--- src/rtl/mac_unit.sv ---
// ---------------------------------------------------------------------------
// mac_unit
//   Multi-cycle multiply-accumulate unit for a custom instruction in a
//   five-stage pipeline. The multiply is a serial shift-add (one partial
//   product per cycle). The product is then added to or subtracted from a
//   private accumulator. The result and the new accumulator value then travel
//   E -> M -> W beside the instruction. The accumulator is written only when
//   the instruction commits out of Memory.
//
//   Funct3E: 000 mac (acc += A*B), 001 msub (acc -= A*B),
//            011 clracc (rd = acc, acc = 0), others rdacc (rd = acc)
//
//   Optional build macro: MAC_SATURATE_EN
//     defined   -> accumulate saturates to the signed XLEN bounds
//     undefined -> accumulate wraps modulo 2^XLEN (default)
//     The macro changes the arithmetic only, never the cycle count.
//
// Ports
//   clk                 : clock
//   reset               : synchronous, active-high reset
//   StallE/M/W          : hazard-unit stage stalls
//   FlushE/M/W          : hazard-unit stage flushes
//   MacValidE           : a MAC-class instruction is in Execute
//   Funct3E[2:0]        : operation select
//   ForwardedSrcAE/BE   : forwarded operands, captured on the start cycle
//   MacStallE           : hold Execute while the unit is busy or interlocked
//   MacValidW           : a MAC result is in Writeback
//   MacResultW          : register-file write value
// ---------------------------------------------------------------------------
module mac_unit #(
  parameter int XLEN = 64
) (
  input  logic            clk,
  input  logic            reset,
  input  logic            StallE,
  input  logic            FlushE,
  input  logic            StallM,
  input  logic            FlushM,
  input  logic            StallW,
  input  logic            FlushW,
  input  logic            MacValidE,
  input  logic [2:0]      Funct3E,
  input  logic [XLEN-1:0] ForwardedSrcAE,
  input  logic [XLEN-1:0] ForwardedSrcBE,
  output logic            MacStallE,
  output logic            MacValidW,
  output logic [XLEN-1:0] MacResultW
);

  localparam int CW = $clog2(XLEN) + 1;

  typedef enum logic [1:0] {IDLE, MUL, ACC, DONE} state_t;

  state_t          r_state;
  state_t          w_state_next;

  logic [CW-1:0]   r_cnt;
  logic [XLEN-1:0] r_a;
  logic [XLEN-1:0] r_b;
  logic [XLEN-1:0] r_prod;
  logic            r_sub;
  logic [XLEN-1:0] r_res_e;   // result == new accumulator for mac/msub
  logic [XLEN-1:0] r_acc;

  logic            r_valid_m;
  logic [XLEN-1:0] r_res_m;
  logic [XLEN-1:0] r_nacc_m;
  logic            r_valid_w;
  logic [XLEN-1:0] r_res_w;

  logic            w_is_mul;
  logic            w_is_clr;
  logic            w_start;
  logic            w_step;
  logic            w_acc_calc;
  logic            w_done_e;
  logic            w_stall;
  logic            w_commit_m;
  logic [XLEN-1:0] w_res_e;
  logic [XLEN-1:0] w_nacc_e;
  logic [XLEN-1:0] w_sum;
  logic [XLEN-1:0] w_newacc;

  assign w_is_mul = (Funct3E == 3'b000) || (Funct3E == 3'b001);
  assign w_is_clr = (Funct3E == 3'b011);

  // -------------------------------------------------------------------------
  // Control FSM
  // -------------------------------------------------------------------------
  always_ff @(posedge clk) begin
    if (reset) r_state <= IDLE;
    else       r_state <= w_state_next;
  end

  always_comb begin
    w_state_next = r_state;
    w_start      = 1'b0;
    w_step       = 1'b0;
    w_acc_calc   = 1'b0;
    w_done_e     = 1'b0;
    w_stall      = 1'b0;
    case (r_state)
      IDLE: begin
        // A flushed instruction never starts, even if MacValidE is high.
        if (MacValidE && !FlushE) begin
          if (w_is_mul) begin
            w_start      = 1'b1;
            w_stall      = 1'b1;
            w_state_next = MUL;
          end else if (r_valid_m) begin
            // rdacc/clracc must see the accumulator after the op in M commits
            w_stall = 1'b1;
          end else if (!StallE) begin
            w_done_e = 1'b1;
          end
        end
      end
      MUL: begin
        w_stall = 1'b1;
        if (FlushE) begin
          w_state_next = IDLE;
        end else begin
          w_step = 1'b1;
          if (r_cnt == CW'(XLEN - 1)) w_state_next = ACC;
        end
      end
      ACC: begin
        w_stall = 1'b1;
        if (FlushE) begin
          w_state_next = IDLE;
        end else if (!r_valid_m) begin
          w_acc_calc   = 1'b1;
          w_state_next = DONE;
        end
      end
      DONE: begin
        if (FlushE) begin
          w_state_next = IDLE;
        end else if (!StallE) begin
          w_done_e     = 1'b1;
          w_state_next = IDLE;
        end
      end
      default: w_state_next = IDLE;
    endcase
  end

  assign MacStallE = w_stall & ~reset;

  // -------------------------------------------------------------------------
  // Accumulate arithmetic
  // -------------------------------------------------------------------------
  assign w_sum = r_sub ? (r_acc - r_prod) : (r_acc + r_prod);

`ifdef MAC_SATURATE_EN
  localparam logic [XLEN-1:0] SMAX = {1'b0, {(XLEN-1){1'b1}}};
  localparam logic [XLEN-1:0] SMIN = {1'b1, {(XLEN-1){1'b0}}};
  logic w_ovf;
  // Overflow: operands effectively share a sign but the result sign differs.
  assign w_ovf = (r_sub ? (r_acc[XLEN-1] != r_prod[XLEN-1])
                        : (r_acc[XLEN-1] == r_prod[XLEN-1]))
                 && (w_sum[XLEN-1] != r_acc[XLEN-1]);
  assign w_newacc = w_ovf ? (r_acc[XLEN-1] ? SMIN : SMAX) : w_sum;
`else
  assign w_newacc = w_sum;
`endif

  // -------------------------------------------------------------------------
  // Serial multiplier and Execute result
  //   Operands are copied on the start cycle, so later changes on the
  //   forwarding inputs cannot disturb a running multiply.
  // -------------------------------------------------------------------------
  always_ff @(posedge clk) begin
    if (reset) begin
      r_a     <= '0;
      r_b     <= '0;
      r_prod  <= '0;
      r_cnt   <= '0;
      r_sub   <= 1'b0;
      r_res_e <= '0;
    end else begin
      if (w_start) begin
        r_a    <= ForwardedSrcAE;
        r_b    <= ForwardedSrcBE;
        r_prod <= '0;
        r_cnt  <= '0;
        r_sub  <= (Funct3E == 3'b001);
      end else if (w_step) begin
        if (r_b[0]) r_prod <= r_prod + r_a;
        r_a   <= r_a << 1;
        r_b   <= r_b >> 1;
        r_cnt <= r_cnt + 1'b1;
      end
      if (w_acc_calc) r_res_e <= w_newacc;
    end
  end

  // In DONE the mac/msub result is presented. In IDLE the single-cycle
  // rdacc/clracc result is the live accumulator.
  assign w_res_e  = (r_state == DONE) ? r_res_e : r_acc;
  assign w_nacc_e = (r_state == DONE) ? r_res_e : (w_is_clr ? '0 : r_acc);

  // -------------------------------------------------------------------------
  // Memory stage, accumulator commit, Writeback stage
  // -------------------------------------------------------------------------
  assign w_commit_m = r_valid_m & ~StallM & ~FlushM;

  always_ff @(posedge clk) begin
    if (reset) begin
      r_valid_m <= 1'b0;
      r_res_m   <= '0;
      r_nacc_m  <= '0;
      r_acc     <= '0;
      r_valid_w <= 1'b0;
      r_res_w   <= '0;
    end else begin
      if (FlushM) begin
        r_valid_m <= 1'b0;
      end else if (!StallM) begin
        r_valid_m <= w_done_e;
        r_res_m   <= w_res_e;
        r_nacc_m  <= w_nacc_e;
      end

      if (w_commit_m) r_acc <= r_nacc_m;

      if (FlushW) begin
        r_valid_w <= 1'b0;
      end else if (!StallW) begin
        // A stalled M stage sends a bubble into W.
        r_valid_w <= w_commit_m;
        if (w_commit_m) r_res_w <= r_res_m;
      end
    end
  end

  assign MacValidW  = r_valid_w;
  assign MacResultW = r_res_w;

endmodule

--- config.mk ---
export PLATFORM = sky130hd
export DESIGN_NAME = mac_unit
export DESIGN_NICKNAME = d
export VERILOG_FILES = /design/src/rtl/mac_unit.sv
export SDC_FILE = /design/constraint.sdc
export NUM_CORES = 2
export LEC_CHECK = 0
export BUFFER_PORTS_ARGS = -buffer_cell sky130_fd_sc_hd__buf_2
export CELL_PAD_IN_SITES_DETAIL_PLACEMENT = 1
export CELL_PAD_IN_SITES_GLOBAL_PLACEMENT = 1
export CORE_ASPECT_RATIO = 1.2
export CORE_MARGIN = 2
export CORE_UTILIZATION = 25
export CTS_CLUSTER_SIZE = 8
export DETAILED_ROUTE_END_ITERATION = 16
export PLACE_DENSITY_LB_ADDON = 0.1
export SYNTH_ARGS = -nofsm -noshare
export SYNTH_HDL_FRONTEND = slang
export SYNTH_SLANG_ARGS = --single-unit
--- constraint.sdc ---
create_clock -name clk -period 14.3 [get_ports clk]
set_input_delay 0 -clock clk [delete_from_list [all_inputs] [get_ports clk]]
set_output_delay 0 -clock clk [all_outputs]
set_load 0.01 [all_outputs]
# Word level (Yosys, flattened, before mapping)
# Cells that the tools add are included.
word_totals:
  reg_bits: 524
  latchBits: 0
  ramBits: 0
  romBits: 0
  in_bits: 140
  out_inout_bits: 66
  word_cells: 85
  memories: 0
classes:
  n_addsub: 4
  mul: 0
  n_div: 0
  n_lt_le_gt_ge: 0
  eq_ne: 11
  shift: 0
  muxes: 35
  bitwise_logic: 8
  reduce_logical: 14
op_table:
  columns: ["operator", "count"]
  rows:
  - ["64-bit two-way mux", 8]
  - ["64-bit adder", 2]
  - ["64-bit subtractor", 1]
  - ["1-bit two-way mux", 16]
  - ["2-bit two-way mux", 8]
  - ["3-bit inequality test, second input constant", 3]
  - ["2-bit one-hot mux with 4 select lines", 1]
  - ["2-bit OR reduction", 4]
  - ["7-bit by 1-bit adder with 7-bit output, second input constant", 1]
  - ["7-bit by 6-bit equality test with 1-bit output, second input constant", 1]
  - ["1-bit NOT", 5]
  - ["5-bit AND reduction", 1]
  - ["2-bit equality test, second input constant", 2]
  - ["2-bit inequality test, second input constant", 2]
  - ["1-bit one-hot mux with 2 select lines", 2]
  - ["2-bit AND reduction", 2]
  - ["1-bit bitwise AND", 3]
  - ["3-bit by 1-bit equality test with 1-bit output, second input constant", 1]
  - ["3-bit by 2-bit equality test with 1-bit output, second input constant", 1]
  - ["3-bit logical NOT", 1]
  - ["3-bit AND reduction", 1]
  - ["2-bit by 1-bit equality test with 1-bit output, second input constant", 1]
  - ["2-bit logical NOT", 1]
  - ["2-bit nonzero test", 1]
  - ["3 further kinds", 3]

# Depth between registers and ports, before layout
depth:
  word_depth: 6
  mapped_depth: 21
  depth_no_buf: 20

# Least setup slack after synthesis
# Ideal clock, no wire load.
synth_timing:
  kind: "flip-flop to flip-flop"
  start: "register r_prod[26]"
  end: "register r_res_e[62]"
  setup_ps: 117
  arrival_ps: 4448
  required_time_ps: 14183
  setup_slack_ps: 9736
  path_stages_with_launch: 21
  n_path_buf: 0
  period_less_slack_ps: 4564
  path_cell_list: "dfxtp_1 -> or4_1 -> or3_4 -> or4_4 -> nor3_4 -> and2_4 -> nand3_1 -> nor2_1 -> a21oi_1 -> xnor2_1 -> ha_1 -> nand2_1 -> o21ai_0 -> a21o_1 -> a21oi_1 -> o21ai_0 -> o2111ai_1 -> nor2b_1 -> o31ai_1 -> xor2_1 -> a22o_1"
synth_between:
  elab_chain_len: 2
  word_cells_on_any_way: 3
  classes_between: "2 x add/sub; 1 x mux"
synth_rtl:
  columns: ["item", "line", "source"]
  rows:
  - ["start: declaration", "60", "logic [XLEN-1:0] r_prod;"]
  - ["start signal: assignment", "189", "if (r_b[0]) r_prod <= r_prod + r_a;"]
  - ["64-bit adder or 64-bit subtractor (tied branches)", "153", "assign w_sum = r_sub ? (r_acc - r_prod) : (r_acc + r_prod);"]
  - ["64-bit two-way mux (*)", "153", null]
  - ["end signal: assignment", "194", "if (w_acc_calc) r_res_e <= w_newacc;"]
  - ["end: declaration", "62", "logic [XLEN-1:0] r_res_e;"]
# Mark *: on every way between the ends. The rest lies on a longest branch, timed or not.
# A chain may end at the register's enable or synchronous reset.

# Worst setup path after layout
layout_timing:
  start: "register r_prod[3]"
  end: "register r_res_e[56]"
# The elaborated chain is that of the path after synthesis.

==> impl_metrics.yaml <==
route:
  vias: 27640
  routed_wl_per_cell_um: 18.67
  viasPerCell: 4.903
  detail-route-antenna-nets: 0
  drc: 0
  detail_route.wirelength_um: 105300
  detail_route.first_pass.iterations: 5
  initialDrtViolationCount: 1340
hold_path:
  whs_endpoint: "r_state[0]"
  hold_path_startpoint: "FlushE"
  worst_hold_path.num_cells: 4
  worstHoldPathType: "in -> reg"
cells_and_area:
  final_nets: 4377
  fillers: 13780
  fin_cells: 5636
  share_of_layout_cells_above_drive_strength_1_pct: 8.623
  leading_cell_types_in_the_layout_fill_and_taps_excluded: "sky130_fd_sc_hd__nand2_1 (785), sky130_fd_sc_hd__a21oi_1 (650), sky130_fd_sc_hd__dfxtp_1 (523)"
  syn_to_final_growth_pct: 21.23
  layout.cells.most_common: "sky130_fd_sc_hd__nand2_1"
power:
  switching_power_mw: 0.9523
  power.density_cell_area_nw_per_um2: 101.8
  power.static_leakage_nw: 13.36
  power_frac_comb_pct: 11.1
  switching_share_pct: 26.73
  sequential_cell_fraction_of_total_power_pct: 42.5
  p_int_mw: 2.610
  share_clk_of_total_power_pct: 46.3
  worst_ir_drop_vdd_mv: 0.07327
sta:
  clock-skew-final_ns: 0.02388
  rsz_0062_raised_after_global_routing: "false"
  drv_slew: 0
  finalSetupViolCount: 0
  setup_ws_ns: 8.719
  fmaxAchievable_mhz: 179.2
  finalCritPeriodShare_pct: 39.03
  final-hold-violation-count: 0
  timing_worst_slew_pin_value_ns: 1.011
  max_slew_margin_pct: 32.59
  timing.final.crit_period_ns: 5.581
  hold_ws_ns: 0.09325
  totalNegativeSetupSlack_ns: 0
logic_synthesis:
  flip_flop_cell_with_the_highest_count_after_synthesis: "sky130_fd_sc_hd__dfxtp_1"
  synthDominantCellAreaShare_pct: 36.35
  synth_warnings: 0
  syn_area_um2: 28860
  synth-async-reset-ratio_pct: 0
  synth_seq_area_share_pct: 36.35
  netlist-cell-type-count: 83
  synth_nets: 4156
  synth-edff-count: 0
  number_of_synthesized_register_bits: 524
  synthesis.area_per_instance_um2: 7.434
  synth.area.top_cells: "sky130_fd_sc_hd__dfxtp_1 (36%), sky130_fd_sc_hd__a21oi_1 (11%), sky130_fd_sc_hd__nand2_1 (10%)"
  netlist.top_cell.by_area: "sky130_fd_sc_hd__dfxtp_1"
  syn_inst: 3882
worst_setup_path:
  worstReg2RegStart: "r_prod[3]"
  data_required_time_of_the_worst_path_ns: 14.85
  worst_reg_to_reg_path_cell_count: 17
  setup.reg_to_reg.worst_slack_ns: 8.72
  critical_path_class: "reg -> reg"
  cp-end-kind: "flip-flop"
  path_max_fanout: 7
  worst_setup_path_start_kind: "flip-flop"
  crit_arrival_ns: 6.13
  regToRegEndpoint: "r_res_e[56]"
clocking:
  cts_root_buf: "sky130_fd_sc_hd__clkbuf_16"
  postCtsResizedCells: 0
  post_cts.repair.setup_buffers: 0
  tritoncts: "yes"
  cts-root-to-sink-buffers: 3
  h_tree_depth_reported_by_cts: 3
  clock_latency_at_the_later_pin_of_the_worst_skew_pair_ns: 0.65
  worst_setup_hold_path_clk_slew_ns: 0.05
  clock-sinks: 524
  numCtsBuffers: 76
die:
  die_w_um: 314.2
  io_pins: 206
  die_h_um: 376.2
  rows: 136
  initial_utilization_pct: 25.20
  core_um2: 114500
  die-area_um2: 118200
grt:
  antenna_found_initial: 2
  gr-usage-all-layers_pct: 17.55
  grt_pass1_wl_um: 165800
  grt_start_max_net_pins: 195
  gr-total-overflow: 0
  first_global_vias: 28050
placed_design:
  placement.io_buffers: 205
  post-dp-hpwl_um: 72180
  gp_congestion: 0.8152
  dpl_worst_slack_ns: 8.660
  numPlacedInstances: 5358
run_status:
  status: "complete, no violations"
flow_run:
  maxCapViolations: 0
[cells by family (layout without fill, tap and decap cells)]
logic type	count (synthesis)	in the layout	synth area share, %
fa+ha+maj	134	134	5.861
other cells	0	1	0
mux	69	69	2.397
compound gates	1143	1143	23.73
xor+xnor	170	170	5.185
flops	524	524	36.35
simple gates	1506	1506	22.09
buf+inv	336	571	4.392
[area by class of cell]
cell class | count | area, um2 | share of cell area (%)
repair buffers | 419 | 3143 | 8.983
well taps | 1518 | 1899 | 5.429
clock buffers | 88 | 1978 | 5.654
clock inverters | 4 | 65.06 | 0.1860
multi-input cells | 3022 | 17180 | 49.11
flip-flops and latches | 524 | 10490 | 29.99
inverters | 60 | 225.2 | 0.6437
diodes | 1 | 2.502 | 0.007152
[power by group through the flow]
stage	sequential (mW)	clock, mW	combinational, mW
2_1_floorplan	1.54	0	0.246
3_3_place_gp	1.54	0	0.367
3_5_place_dp	1.54	0	0.366
4_1_cts	1.51	1.73	0.403
5_1_grt	1.52	1.78	0.443
6_report	1.51	1.65	0.397
[critical path, cell delays in order, from the launching register on]
cell	delay, ns
sky130_fd_sc_hd__dfxtp_1	0.36
sky130_fd_sc_hd__or3_1	0.48
sky130_fd_sc_hd__nor3b_1	0.70
sky130_fd_sc_hd__nand3_1	0.28
sky130_fd_sc_hd__nor2_1	0.21
sky130_fd_sc_hd__a21oi_1	0.10
sky130_fd_sc_hd__xnor2_1	0.17
sky130_fd_sc_hd__ha_1	0.43
sky130_fd_sc_hd__nand2_1	0.18
sky130_fd_sc_hd__nor4_1	0.42
sky130_fd_sc_hd__nand2_1	0.12
sky130_fd_sc_hd__nor3_1	0.32
sky130_fd_sc_hd__nor3_1	0.18
sky130_fd_sc_hd__o31ai_1	0.45
sky130_fd_sc_hd__a31oi_1	0.28
sky130_fd_sc_hd__o21ba_2	0.31
sky130_fd_sc_hd__or4_1	0.40
sky130_fd_sc_hd__o211ai_1	0.10
[sequential cells by signal, indices dropped and copies added (netlist names)]
name        flops
MacResultW     64
r_a            64
r_acc          64
r_b            64
r_nacc_m       64
r_prod         64
r_res_e        64
r_res_m        64
r_cnt           7
r_state         2
MacValidW       1
r_sub           1
r_valid_m       1
[how the worst max path moves through the flow]
stage	start	end	slack (ns)	cells past startpoint
after global placement	r_prod[3]	r_res_e[56]	8.78	17
final	r_prod[3]	r_res_e[56]	8.72	17
after global routing	r_prod[3]	r_res_e[60]	8.16	17
after floorplan	r_prod[26]	r_res_e[62]	9.74	20
after CTS	r_prod[3]	r_res_e[56]	8.63	17
after detailed placement	r_prod[3]	r_res_e[56]	8.66	17
[cells in the mapped netlist (10+ instances only)]
cell,instances
sky130_fd_sc_hd__xor2_1,40
sky130_fd_sc_hd__nor3_1,118
sky130_fd_sc_hd__xnor2_1,129
sky130_fd_sc_hd__nand4_1,44
sky130_fd_sc_hd__ha_1,132
sky130_fd_sc_hd__nand3_1,33
sky130_fd_sc_hd__and3_1,13
sky130_fd_sc_hd__nor4_1,15
sky130_fd_sc_hd__nor2_1,396
sky130_fd_sc_hd__o21a_1,18
sky130_fd_sc_hd__nand2b_1,12
sky130_fd_sc_hd__o211ai_1,11
sky130_fd_sc_hd__a211oi_1,82
sky130_fd_sc_hd__or3_1,11
sky130_fd_sc_hd__a21oi_1,650
sky130_fd_sc_hd__a21o_1,62
sky130_fd_sc_hd__a31oi_1,27
sky130_fd_sc_hd__o21bai_1,32
sky130_fd_sc_hd__a211o_1,10
sky130_fd_sc_hd__inv_1,60
sky130_fd_sc_hd__o31ai_1,12
sky130_fd_sc_hd__a221oi_1,69
sky130_fd_sc_hd__nand2_1,787
sky130_fd_sc_hd__nor2b_1,16
sky130_fd_sc_hd__dfxtp_1,524
sky130_fd_sc_hd__and2_1,12
sky130_fd_sc_hd__clkbuf_1,244
sky130_fd_sc_hd__o21ai_0,103
sky130_fd_sc_hd__buf_1,27
sky130_fd_sc_hd__or4_1,11
sky130_fd_sc_hd__mux2i_1,68
[metrics by stage]
stage	util [%]	power, mW	cell area [um2]
floorplan	-	1.782	28860
global placement	27.15	1.911	31090
detailed placement	27.15	1.911	31090
CTS	30.55	3.651	34980
global route	30.55	3.745	34990
finish	30.55	3.562	34990
[layer usage]
metal	up-vias	GRT usage [%]	wire [um]
met4	0	4.749	1974
met5	-	0	0
li1	14000	-	-
met2	374	26.90	44820
met3	111	2.619	3805
met1	13150	25.38	54660
[what timing repair did]
action,CTS,global route
endpoints found under the setup margin,0,0
endpoints found under the hold margin,156,0
hold buffers,185,0
No activity file was read; power rests on OpenSTA's default activity.
